## src/rtl/spi_pkg.sv

```systemverilog
// rtl/spi_pkg.sv - shared types and constants for the SPI CPU bridge
package spi_pkg;

  typedef enum logic [1:0] {
    ST_IDLE,
    ST_START,
    ST_WAIT_DONE,
    ST_RELEASE
  } eng_state_t;

  localparam logic ADDR_DATA   = 1'b0;
  localparam logic ADDR_STATUS = 1'b1;

  localparam int STAT_EMPTY = 0;
  localparam int STAT_FULL  = 1;
  localparam int STAT_BUSY  = 2;

  function automatic logic [15:0] status_word(input logic busy, input logic full,
                                              input logic empty);
    logic [15:0] w;
    w             = '0;
    w[STAT_BUSY]  = busy;
    w[STAT_FULL]  = full;
    w[STAT_EMPTY] = empty;
    return w;
  endfunction

endpackage

```

## src/rtl/spi_tx_fifo.sv

```systemverilog
// rtl/spi_tx_fifo.sv - transmit word queue between CPU writes and the SPI engine
module spi_tx_fifo #(
  parameter int DEPTH = 4,
  parameter int DW    = 16
) (
  input  logic                     clk,
  input  logic                     resetb,
  input  logic                     push,
  input  logic [DW-1:0]            push_data,
  input  logic                     pop,
  output logic                     full,
  output logic                     empty,
  output logic [DW-1:0]            head,
  output logic [$clog2(DEPTH):0]   count
);
  localparam int AW = $clog2(DEPTH);

  logic [DW-1:0] mem [DEPTH];
  logic [AW-1:0] wr_ptr;
  logic [AW-1:0] rd_ptr;
  logic          push_ok;
  logic          pop_ok;

  assign full    = (count == (AW+1)'(DEPTH));
  assign empty   = (count == '0);
  assign push_ok = push & ~full;
  assign pop_ok  = pop & ~empty;
  assign head    = mem[rd_ptr];

  // Pointers wrap naturally because DEPTH is a power of two.
  always_ff @(posedge clk or negedge resetb) begin
    if (!resetb) begin
      wr_ptr <= '0;
      rd_ptr <= '0;
      count  <= '0;
    end else begin
      if (push_ok) wr_ptr <= wr_ptr + AW'(1);
      if (pop_ok)  rd_ptr <= rd_ptr + AW'(1);
      count <= count + {{AW{1'b0}}, push_ok} - {{AW{1'b0}}, pop_ok};
    end
  end

  always_ff @(posedge clk) begin
    if (push_ok) mem[wr_ptr] <= push_data;
  end

endmodule

```

## src/rtl/spi_cpu_bridge.sv

```systemverilog
// rtl/spi_cpu_bridge.sv - CPU register port that queues writes and serialises reads onto an SPI master
module spi_cpu_bridge
  import spi_pkg::*;
#(
  parameter int FIFO_DEPTH = 4
) (
  input  logic        clk,
  input  logic        resetb,
  input  logic        sel_i,
  input  logic        we_i,
  input  logic        addr_i,
  input  logic [15:0] wdata_i,
  output logic [15:0] rdata_o,
  output logic        stall_o,
  output logic        spi_start_o,
  output logic        spi_rwb_o,
  output logic [15:0] spi_wdata_o,
  input  logic [15:0] spi_rdata_i,
  input  logic        spi_halt_i
);
  localparam int CW = $clog2(FIFO_DEPTH) + 1;

  eng_state_t    state_q;
  eng_state_t    state_d;
  logic          start_d;
  logic          rwb_d;
  logic [15:0]   wdata_d;
  logic [15:0]   rd_word_q;
  logic [15:0]   rd_word_d;

  logic          data_wr;
  logic          data_rd;
  logic          stat_rd;
  logic          fifo_has_room;
  logic          fifo_push;
  logic          fifo_pop;
  logic          fifo_full;
  logic          fifo_empty;
  logic [15:0]   fifo_head;
  logic [CW-1:0] fifo_count;
  logic          read_done;

  assign data_wr = sel_i & we_i & (addr_i == ADDR_DATA);
  assign data_rd = sel_i & ~we_i & (addr_i == ADDR_DATA);
  assign stat_rd = sel_i & ~we_i & (addr_i == ADDR_STATUS);

  // Room is judged on the registered count, so a same-cycle pop never frees a slot.
  assign fifo_has_room = (fifo_count < CW'(FIFO_DEPTH));
  assign fifo_push     = data_wr & fifo_has_room;
  assign read_done     = (state_q == ST_RELEASE) & spi_rwb_o;

  spi_tx_fifo #(
    .DEPTH (FIFO_DEPTH),
    .DW    (16)
  ) u_tx_fifo (
    .clk       (clk),
    .resetb    (resetb),
    .push      (fifo_push),
    .push_data (wdata_i),
    .pop       (fifo_pop),
    .full      (fifo_full),
    .empty     (fifo_empty),
    .head      (fifo_head),
    .count     (fifo_count)
  );

  always_ff @(posedge clk or negedge resetb) begin
    if (!resetb) begin
      state_q     <= ST_IDLE;
      spi_start_o <= 1'b0;
      spi_rwb_o   <= 1'b0;
      spi_wdata_o <= '0;
      rd_word_q   <= '0;
    end else begin
      state_q     <= state_d;
      spi_start_o <= start_d;
      spi_rwb_o   <= rwb_d;
      spi_wdata_o <= wdata_d;
      rd_word_q   <= rd_word_d;
    end
  end

  // Queued writes always drain before a pending read is launched.
  always_comb begin
    state_d   = state_q;
    start_d   = spi_start_o;
    rwb_d     = spi_rwb_o;
    wdata_d   = spi_wdata_o;
    rd_word_d = rd_word_q;
    fifo_pop  = 1'b0;
    case (state_q)
      ST_IDLE: begin
        if (!fifo_empty) begin
          fifo_pop = 1'b1;
          wdata_d  = fifo_head;
          rwb_d    = 1'b0;
          start_d  = 1'b1;
          state_d  = ST_START;
        end else if (data_rd) begin
          rwb_d   = 1'b1;
          start_d = 1'b1;
          state_d = ST_START;
        end
      end
      ST_START: begin
        if (spi_halt_i) state_d = ST_WAIT_DONE;
      end
      ST_WAIT_DONE: begin
        if (!spi_halt_i) begin
          if (spi_rwb_o) rd_word_d = spi_rdata_i;
          start_d = 1'b0;
          state_d = ST_RELEASE;
        end
      end
      ST_RELEASE: begin
        state_d = ST_IDLE;
      end
      default: begin
        start_d = 1'b0;
        state_d = ST_IDLE;
      end
    endcase
  end

  assign stall_o = (data_wr & ~fifo_has_room) | (data_rd & ~read_done);

  always_comb begin
    rdata_o = '0;
    if (stat_rd) begin
      rdata_o = status_word(state_q != ST_IDLE, fifo_full, fifo_empty);
    end else if (data_rd && read_done) begin
      rdata_o = rd_word_q;
    end
  end

endmodule
```

## config.mk

```make
export PLATFORM = sky130hd
export DESIGN_NAME = spi_cpu_bridge
export DESIGN_NICKNAME = d
export VERILOG_FILES = /design/src/rtl/spi_pkg.sv /design/src/rtl/spi_tx_fifo.sv /design/src/rtl/spi_cpu_bridge.sv
export SDC_FILE = /design/constraint.sdc
export NUM_CORES = 1
export LEC_CHECK = 0
export BUFFER_PORTS_ARGS = -buffer_cell sky130_fd_sc_hd__buf_4
export CELL_PAD_IN_SITES_DETAIL_PLACEMENT = 0
export CELL_PAD_IN_SITES_GLOBAL_PLACEMENT = 2
export CORE_ASPECT_RATIO = 1.2
export CORE_UTILIZATION = 44
export DETAILED_ROUTE_END_ITERATION = 8
export PLACE_DENSITY_LB_ADDON = 0.1
export SETUP_SLACK_MARGIN = 0.3
export SYNTH_ARGS = -nofsm -noshare
export SYNTH_HDL_FRONTEND = slang
export SYNTH_HIERARCHICAL = 1
export SYNTH_SLANG_ARGS = --single-unit
```

## constraint.sdc

```tcl
create_clock -name clk -period 4.8 [get_ports clk]
set_clock_uncertainty 0.15 [all_clocks]
set_input_delay 0.72 -clock clk [delete_from_list [all_inputs] [get_ports clk]]
set_output_delay 0.72 -clock clk [all_outputs]
set_load 0.005 [all_outputs]
```

== Word-level counts from Yosys, hierarchy flattened ==
Memory sizes are Yosys's and may differ from the RTL's. A register that Yosys moved wholly into a read port is not among the register bits.
Index checks and enable logic that the tools add are counted.

* Bits of input ports: 38
* Memories: 1
* Register bits after elaboration: 27
* RAM bits: 64
* Logic and storage cells: 67
* Memory bits (read-only): 0
* Latch bits: 0

* $lt $le $gt $ge: 1
* Shift-type cells: 0
* Bitwise logic cells: 19
* Reductions and logical operators: 11
* Equality and inequality tests: 8
* Div/mod/pow operators: 0
* Multiplexer cells: 16
* Multipliers: 0
* Add/subtract/negate cells: 4

{| class="wikitable"
|+ Memories
! memory !! words !! bits a word !! read ports !! clocked after memory_dff !! wr ports !! line !! text
|-
| u_tx_fifo.mem || 4 || 16 || 1 || 1 || 1 || spi_tx_fifo.sv:18 || <nowiki>logic [DW-1:0] mem [DEPTH];</nowiki>
|}

{| class="wikitable"
|+ Operators with widths
! cell !! number
|-
| $mux W16 || 2
|-
| $and A1 B1 Y1 || 11
|-
| $reduce_and A3 Y1 || 3
|-
| $mux W1 || 8
|-
| $mux W2 || 4
|-
| $pmux W2 S4 || 1
|-
| $not A1 Y1 || 7
|-
| $ne A2 B2 Y1 const B || 3
|-
| $add A2 B1 Y2 const B || 2
|-
| $eq A2 B2 Y1 const B || 2
|-
| $reduce_and A2 Y1 || 2
|-
| $reduce_bool A2 Y1 || 2
|-
| $add A3 B1 Y3 || 1
|-
| $eq A3 B3 Y1 const B || 1
|-
| $logic_not A3 Y1 || 1
|-
| $lt A3 B3 Y1 const B || 1
|-
| $ne A3 B3 Y1 const B || 1
|-
| $sub A3 B1 Y3 || 1
|-
| $eq A2 B1 Y1 const B || 1
|-
| $logic_not A2 Y1 || 1
|-
| $pmux W1 S2 || 1
|-
| $logic_and A1 B1 Y1 || 1
|-
| $logic_not A1 Y1 || 1
|-
| $or A1 B1 Y1 || 1
|}

== Logic depth before layout (Yosys ltp) ==
Gate-level depths: netlist of the first run.

* Depth in word-level cells: 6
* Mapped depth: 13
* Gate-level depth less buffers: 12

== Modules after synthesis ==
The synthesis of the first run kept the hierarchy.

{| class="wikitable"
|+ By module, submodules not included
! module !! area each (sq um) !! cells each !! instances !! seq. area each (sq um)
|-
| spi_tx_fifo || 2822.7 || 125 || 1 || 2097.0
|-
| spi_cpu_bridge || 1656.6 || 116 || 1 || 900.9
|}

== Least setup slack after synthesis of the first run ==
No wires, ideal clock.

* Kind: input -> register
* From: in we_i
* To: reg u_tx_fifo.count[2]
* Data arrival time: 2.596 ns
* Slack: 1.931 ns
* Stages on the path: 8
* Path buffers: 0
* Data required time: 4.527 ns
* Path through: nor4bb_1 > nand2b_1 > ha_1 > inv_1 > ha_1 > fa_1 > xnor2_1 > xnor2_1

* Word-level cells in the longest chain between the ends: 6

{| class="wikitable"
|+ RTL lines
! what !! line !! text
|-
| start: declaration || spi_cpu_bridge.sv:10 || <nowiki>input logic we_i,</nowiki>
|-
| $and A1 B1 Y1 (2 in a row) || spi_cpu_bridge.sv:43 || <nowiki>assign data_wr = sel_i & we_i & (addr_i == ADDR_DATA);</nowiki>
|-
| $and A1 B1 Y1 || spi_cpu_bridge.sv:49 || <nowiki>assign fifo_push = data_wr & fifo_has_room;</nowiki>
|-
| $and A1 B1 Y1 || spi_tx_fifo.sv:26 || <nowiki>assign push_ok = push & ~full;</nowiki>
|-
| $add A3 B1 Y3 || spi_tx_fifo.sv:39 || <nowiki>count <= count + {{AW{1'b0}}, push_ok} - {{AW{1'b0}}, pop_ok};</nowiki>
|-
| $sub A3 B1 Y3 || spi_tx_fifo.sv:39 ||
|-
| end signal: assignment || spi_tx_fifo.sv:39 ||
|-
| end: declaration || spi_tx_fifo.sv:14 || <nowiki>output logic [$clog2(DEPTH):0] count</nowiki>
|}

Every way passes these cells.
A chain may end at the register's enable or synchronous reset.

== Final worst setup path of the first run ==
* From: reg u_tx_fifo.count[1]
* To: reg u_tx_fifo.count[2]

* Word-level cells in the longest chain between the ends: 5

{| class="wikitable"
|+ RTL lines
! what !! line !! text
|-
| $logic_not A3 Y1 * || spi_tx_fifo.sv:25 || <nowiki>assign empty = (count == '0);</nowiki>
|-
| named net fifo_empty || spi_cpu_bridge.sv:38 || <nowiki>logic fifo_empty;</nowiki>
|-
| $mux W1 || spi_cpu_bridge.sv:93 || <nowiki>if (!fifo_empty) begin</nowiki>
|-
| $mux W1 || spi_cpu_bridge.sv:91 || <nowiki>case (state_q)</nowiki>
|-
| $and A1 B1 Y1 * || spi_tx_fifo.sv:27 || <nowiki>assign pop_ok = pop & ~empty;</nowiki>
|-
| named net u_tx_fifo.pop_ok || spi_tx_fifo.sv:22 || <nowiki>logic pop_ok;</nowiki>
|-
| $sub A3 B1 Y3 * || spi_tx_fifo.sv:39 ||
|}

The timed path passes the listed nets; every way through them passes the cells marked *.

==> impl_results.md, run 1 <==
* Clk buf depth at 2
* Cell variety after synth at 40
* Clk Latency, worst-skew pair at 0.33 ns
* Static Leakage at approximately 2.2 nW
* Initial antenna violation count at 0
* Power density over cell area at around 530 mW/mm^2
* MaxCap Viol Count at 0
* Synth area leaders: edfxtp_1 (43%), dfrtp_1 (24%), mux2_2 (8.3%)
* Die area at roughly 0.011 mm^2
* Ant. Diodes at 0
* Post_cts resized at 0
* Final slew viol count at 0
* Drt total wl at 7430 um
* Cells after Synth at between 200 and 250
* Register bit total from synthesis at around 110
* Register area share after synthesis at between 60% and 70%
* Final setup TNS at 0 ns
* Yosys top cell area share at 42.9%
* Critical path class: flop to flop
* CTS sink cnt at between 100 and 150
* Clock transition at path regs at roughly 0.070 ns
* Worst hold-check path type: primary input to async pin
* Drt wl/cell at between 15 and 20 um
* Endpoint type of the worst setup path: flop
* Post-synthesis mux area share at around 17%
* Area leader, netlist: edfxtp_1
* CTS H-tree depth at 3
* Fin area at between 0.005 and 0.006 mm^2
* Die Y at 113 um
* GR Overflow Total at 0
* Final hold violations at 0
* Slowest-stage cell, CP: nor3_1
* Synth-to-layout area growth at 20.6%
* Compound-Gate Fraction of Synth Area at 2.46%
* XOR/XNOR share of the synthesized area at less than 1%
* Via density at 5.14
* Total CTS buffers at 9
* Num rows at 40
* # DRC at 0
* Crit path arrival time at 3.07 ns
* Asr flop ratio synth at between 40% and 50%
* Ports at 73
* Fin crit period at ~3 ns
* Postcts setup bufs at 0
* Startpoint Class: flop
* EDFF count, synth at 64
* CP cell instances: nor3_1 -> nor2_4 -> o31ai_1 -> inv_1 -> ha_1 -> inv_1 -> ha_1 -> fa_1 -> xnor2_1 -> xnor2_1
* Final worst slack at approximately 1.8 ns
* CTS tree: yes
* Placed inst area at 0.00511 mm^2
* RSZ-0062 raised after global routing: false
* Final Wtd Congestion at ~0.7
* Initial Utilization at approximately 45%
* Global Route Usage Sum at between 10% and 20%
* Ratio of cells with drive above 1 in the final layout at 45.5%
* Buffers on Ports at slightly above 70
* Synth Net Count at 290
* Yosys warning count at 6
* Status: complete, no violations
* Detailed-route via count at between 2k and 2.5k
* Crit-path max FO at 19
* Pre-CTS WS at about 1.8 ns
* Pwr Total at 0.00288 W
* Worst Path Required at about 5 ns
* Syn Area/Cell at roughly 19 um^2
* Largest family of logic cells by synthesized area: multiplexers
* Largest net degree at the start of global routing at 44
* Worst VDD drop at 0.242 mV
* Cell with the most instances after synthesis: edfxtp_1
* Die Width at approximately 94 um
* Synth Cell Area at approximately 0.0045 mm^2
* Post-synthesis simple-gate area fraction at around 6.8%
* Setup Viol. Count Final at 0
* Routed Antenna Nets at 0
* Synth Flop Type: edfxtp_1
* Slew @ Worst Pin at just over 1 ns
* Post-CTS Hold Buffers at 0
* Slew HR at between 30% and 40%
* FMAX at 333 MHz
* Tcrit/Tclk final at 62.5%
* Starting DRC count in detailed routing at 60
* Root buf cell: clkbuf_16
* Post-synth top cells: edfxtp_1 (64), dfrtp_1 (43), mux2_2 (33), ha_1 (10), inv_1 (10)
* Crit-path max cell delay at slightly below 0.6 ns
* Adder-cell area share of the yosys netlist at under 10%
* DP HPWL at 4860 um
* First-pass GRT wire length at around 12,000 um
* Nets@finish at roughly 370
* Vias in the first global route at roughly 2.4k
* Drt first pass iters at 4
* Core area at approximately 0.010 mm^2
[cells by family (layout without fill, tap and decap cells)]
group                      after synthesis  after routing
muxes                                   50             50
AOI/OAI and AO/OA                       13             13
xor gates and xnor gates                 4              4
buffers and inverters                   18            100
and+or+nand+nor                         38             38
DFF                                    107            107
adders and majority gates               11             11
[cells in the final DEF, fill, tap and decap left out, types with 8 or more instances in the layout]
cell type	count
buf_4	73
edfxtp_1	64
dfrtp_1	43
mux2_2	33
inv_1	10
ha_1	10
clkbuf_16	9
and2_2	8
mux4_2	8
mux4_1	8
[worst paths after layout]
check,from,to,slack (ns),depth (start not counted)
min in group clk,rd_word_q[14],rd_word_q[14],0.35,1
max in group asynchronous,resetb,spi_wdata_o[7],3.88,1
hold / removal,resetb,rd_word_q[11],0.22,1
setup reg to reg,u_tx_fifo/count[1],u_tx_fifo/count[2],1.80,10
hold reg to reg,rd_word_q[14],rd_word_q[14],0.35,1
setup / recovery,u_tx_fifo/count[1],u_tx_fifo/count[2],1.80,10
[stage by stage]
stage	hold slack [ns]	instances	util (%)
after global routing	0.279	449	54.3
final	0.222	449	54.3
after CTS	0.244	449	54.3
after detailed placement	0.335	433	51.3
after floorplan	0.274	241	-
after global placement	0.328	433	51.3
[routing by layer]
metal,GRT usage (%),up-vias,part of all wire (%)
met1,19.4,1148,43
met5,0,-,0
met3,2.98,12,4.4
li1,-,1084,-
met4,7.38,0,2.2
met2,25.4,62,50
[power by group]
group          leakage [nW]  total [W]  internal, W  switching [W]
sequential             1.10    0.00138      0.00118       0.000198
combinational         0.954   0.000799     0.000504       0.000295
clock                 0.145   0.000701     0.000386       0.000315
[registers in the layout, summed over array words and instances, names as in the netlist]
name,count
u_tx_fifo/wr_ptr,2
spi_rwb_o,1
spi_wdata_o,16
u_tx_fifo/count,3
spi_start_o,1
rd_word_q,16
u_tx_fifo/rd_ptr,2
state_q,2
u_tx_fifo/mem,64
[cell type report]
class / count / area, um^2
clock inverter: 4 / 33.8
fill: 805 / 4560
tap: 126 / 158
inverter: 11 / 41.3
clock buffer: 12 / 256
timing repair buffer: 73 / 548
multi-input combinational: 116 / 1370
sequential: 107 / 3000
[worst max-delay path, delay by kind of cell, from the launching register on]
kind | cells | cell delay (ns)
xor+xnor | 2 | 0.28
compound gates | 1 | 0.18
simple gates | 2 | 0.85
fa+ha+maj | 3 | 0.85
flops | 1 | 0.46
buf+inv | 2 | 0.12
Power figures use the tool's default switching activity.
==> run 2: changes to the inputs <==
--- a/config.mk
+++ b/config.mk
@@ -5,11 +5,12 @@
 export SDC_FILE = /design/constraint.sdc
 export NUM_CORES = 1
 export LEC_CHECK = 0
+export ABC_AREA = 1
 export BUFFER_PORTS_ARGS = -buffer_cell sky130_fd_sc_hd__buf_4
 export CELL_PAD_IN_SITES_DETAIL_PLACEMENT = 0
 export CELL_PAD_IN_SITES_GLOBAL_PLACEMENT = 2
 export CORE_ASPECT_RATIO = 1.2
-export CORE_UTILIZATION = 44
+export CORE_UTILIZATION = 32
 export DETAILED_ROUTE_END_ITERATION = 8
 export PLACE_DENSITY_LB_ADDON = 0.1
 export SETUP_SLACK_MARGIN = 0.3
==> constraint.sdc (replaced) <==
create_clock -name clk -period 2.6 [get_ports clk]
set_clock_uncertainty 0.15 [all_clocks]
set_input_delay 0.39 -clock clk [delete_from_list [all_inputs] [get_ports clk]]
set_output_delay 0.39 -clock clk [all_outputs]
set_load 0.005 [all_outputs]
==> impl_results.md, run 2 <==
* Combinational share of power at 35.3%
* Die Y at between 100 and 150 um
* Worst VDD drop at 0.347 mV
* Yosys warning count at 6
* Core area at 0.0143 mm^2
* Final Wtd Congestion at between 0.7 and 0.8
* Slew HR at 59.6%
* CP cell instances: nor2_2 -> nand2_2 -> inv_2 -> inv_2 -> nand2_4 -> inv_4 -> nand2_2 -> inv_1 -> ha_1 -> inv_1 -> ha_2 -> fa_2 -> nand3b_1 -> nand2_1
* Largest net degree at the start of global routing at between 40 and 50
* Tcrit/Tclk final at around 84%
* Pwr Total at roughly 0.0057 W
* Non-Filler Instances at 726
* Via density at approximately 4.4
* Synth Flop Type: edfxtp_1
* CTS tree: yes
* Sw frac at a little over a third
* GR Overflow Total at 0
* Drt wl/cell at between 10 and 15 um
* Register bit total from synthesis at 107
* Syn Area/Cell at roughly 10 um^2
* Num rows at 48
* Worst R2R Setup Slack at between 0.4 and 0.5 ns
* Die Width at around 110 um
* Vias in the first global route at slightly above 3k
* Ports at 73
* Final setup TNS at 0 ns
* Cells after Synth at approximately 470
* Startpoint Class: flop
* Yosys top cell area share at between 40% and 50%
* Internal Power at about 0.0037 W
* Fin crit period at 2.18 ns
* Clk Latency, worst-skew pair at roughly 0.34 ns
* Largest regs: u_tx_fifo/mem (64), rd_word_q (16), spi_wdata_o (16)
* Slew @ Worst Pin at 0.607 ns
* Max reg flops at 64
* Power density over cell area at roughly 1000 mW/mm^2
* Asr flop ratio synth at 40.2%
* Drt first pass iters at 6
* Endpoint type of the worst setup path: flop
* Detailed-route via count at ~3.2k
* Cell with the most instances after synthesis: nand2_1
* Ratio of cells with drive above 1 in the final layout at 21.8%
* Initial antenna violation count at 0
* Status: complete, but fails checks
* R2R depth at 14
* MaxCap Viol Count at 0
* DP HPWL at 6320 um
* CP Launch Point: u_tx_fifo/count[1]
* Worst hold-check path type: primary input to flop
* Seq pwr share at 41.1%
* Clock power share at between 20% and 30%
* # DRC at 11
* Starting DRC count in detailed routing at 140
* Clock transition at path regs at roughly 0.070 ns
* CTS sink cnt at 107
* Die area at between 0.015 and 0.02 mm^2
* Slowest-stage cell, CP: dfrtp_1
* Final hold violations at 0
* Finished Core Util at roughly two fifths
* Crit-path max cell delay at roughly 0.40 ns
* Nets@finish at slightly below 600
* Worst hold start: wdata_i[10]
* Synth-to-layout area growth at 21.9%
* Routed Antenna Nets at 0
* Ant. Diodes at 0
* EDFF count, synth at 64
* Commonest non-fill, non-tap cell in the layout: nand2_1
* # placed instances at around 710
* RSZ-0062 raised after global routing: false
* Area leader, netlist: edfxtp_1
* Worst Path Required at approximately 2.7 ns
* Initial Utilization at 32.7%
* Most frequent cells in the layout: nand2_1 (129), buf_4 (82), nor2_1 (67)
* Synth Cell Area at between 0.004 and 0.005 mm^2
* FMAX at about 460 MHz
* CTS H-tree depth at 3
* Drt total wl at ~10000 um
* Setup Viol. Count Final at 0
* Failing checks: DRC
* Post-synth top cells: nand2_1 (132), nor2_1 (68), edfxtp_1 (64), inv_1 (58), dfrtp_1 (43)
* Synth Net Count at between 500 and 600
* Worst r2r dst: u_tx_fifo/count[2]
* Register area share after synthesis at between 60 and 70%
* Crit path arrival time at 2.31 ns
* Reg2Reg Launch Point: u_tx_fifo/count[1]
* Static Leakage at ~2.7 nW
* Cell count of the worst hold path at 1
* Global Route Usage Sum at around 14%
* Crit-path max FO at 5
* Cell variety after synth at 22
* Most flop-heavy register: u_tx_fifo/mem
* Final slew viol count at 0
* Total CTS buffers at 9
* Root buf cell: clkbuf_16
* Worst Hold End: u_tx_fifo/mem[3][10]
* Synth area leaders: edfxtp_1 (41%), dfrtp_1 (23%), nand2_1 (11%)
* Critical path class: flop to flop
* Clk buf depth at 2
* First-pass GRT wire length at 16,100 um
* Psw at ~0.0020 W
* Buffers on Ports at 72
[run 2: how the worst max path moves through the flow]
stage / slack (ns) / endpoint
after floorplan: 0.29 / u_tx_fifo/count[2]
after global placement: 0.33 / u_tx_fifo/count[2]
after detailed placement: 0.30 / u_tx_fifo/count[2]
after CTS: 0.31 / u_tx_fifo/count[2]
after global routing: 0.30 / u_tx_fifo/count[2]
final: 0.42 / u_tx_fifo/count[2]
[run 2: stage by stage]
step	hold slack [ns]	setup WS [ns]	instance area, um^2
final	0.0902	0.423	5690
after CTS	0.0753	0.311	5680
after floorplan	-0.0556	0.285	4690
after global routing	0.0781	0.303	5690
after global placement	0.296	0.333	5370
after detailed placement	0.295	0.299	5370
[run 2: repair_timing]
item                                    4_1_cts  5_1_grt
gates resized for setup                       1        4
buffers inserted                              0        1
hold endpoints to repair                     43        0
hold buffers                                  1        0
endpoints found under the setup margin       13        2
pin swaps                                     0        1
[run 2: layout make-up]
type | count | area (um^2)
Clock inverter | 5 | 60.1
Fill cell | 1432 | 8600
Clock buffer | 11 | 233
Timing Repair Buffer | 83 | 626
Tap cell | 175 | 219
Inverter | 61 | 234
Multi-Input combinational cell | 284 | 1320
Sequential cell | 107 | 3000
[run 2: cell families (layout without fill, tap and decap cells)]
group | Yosys count | in the layout | share of synthesized area [%]
DFF | 107 | 107 | 64.2
buffers and inverters | 77 | 160 | 7.94
adders and majority gates | 11 | 11 | 3.11
AOI/OAI and AO/OA | 50 | 50 | 5.95
and+or+nand+nor | 223 | 223 | 18.8
[run 2: per-layer routing]
| metal | share of wire, % | vias to the layer above | global-route usage (%) |
|---|---|---|---|
| met5 | 0 | - | 0 |
| met4 | 1.8 | 0 | 6.22 |
| met3 | 4.1 | 11 | 2.21 |
| met2 | 49 | 58 | 24.1 |
| met1 | 45 | 1457 | 17.7 |
| li1 | - | 1636 | - |
[run 2: power by group through the flow]
| stage | combinational, W | sequential (W) | clock, W |
|---|---|---|---|
| 2_1_floorplan | 0.00145 | 0.00235 | 0 |
| 3_3_place_gp | 0.00201 | 0.00238 | 0 |
| 3_5_place_dp | 0.00204 | 0.00239 | 0 |
| 4_1_cts | 0.00205 | 0.00236 | 0.00141 |
| 5_1_grt | 0.00235 | 0.00240 | 0.00147 |
| 6_report | 0.00202 | 0.00235 | 0.00135 |
[run 2: critical path, delay by kind of cell (launching register included)]
kind,cells,cell delay [ns]
adder cells (fa/ha/maj),3,0.75
AND/OR/NAND/NOR,6,0.59
flip-flops,1,0.40
buffers and inverters,5,0.23
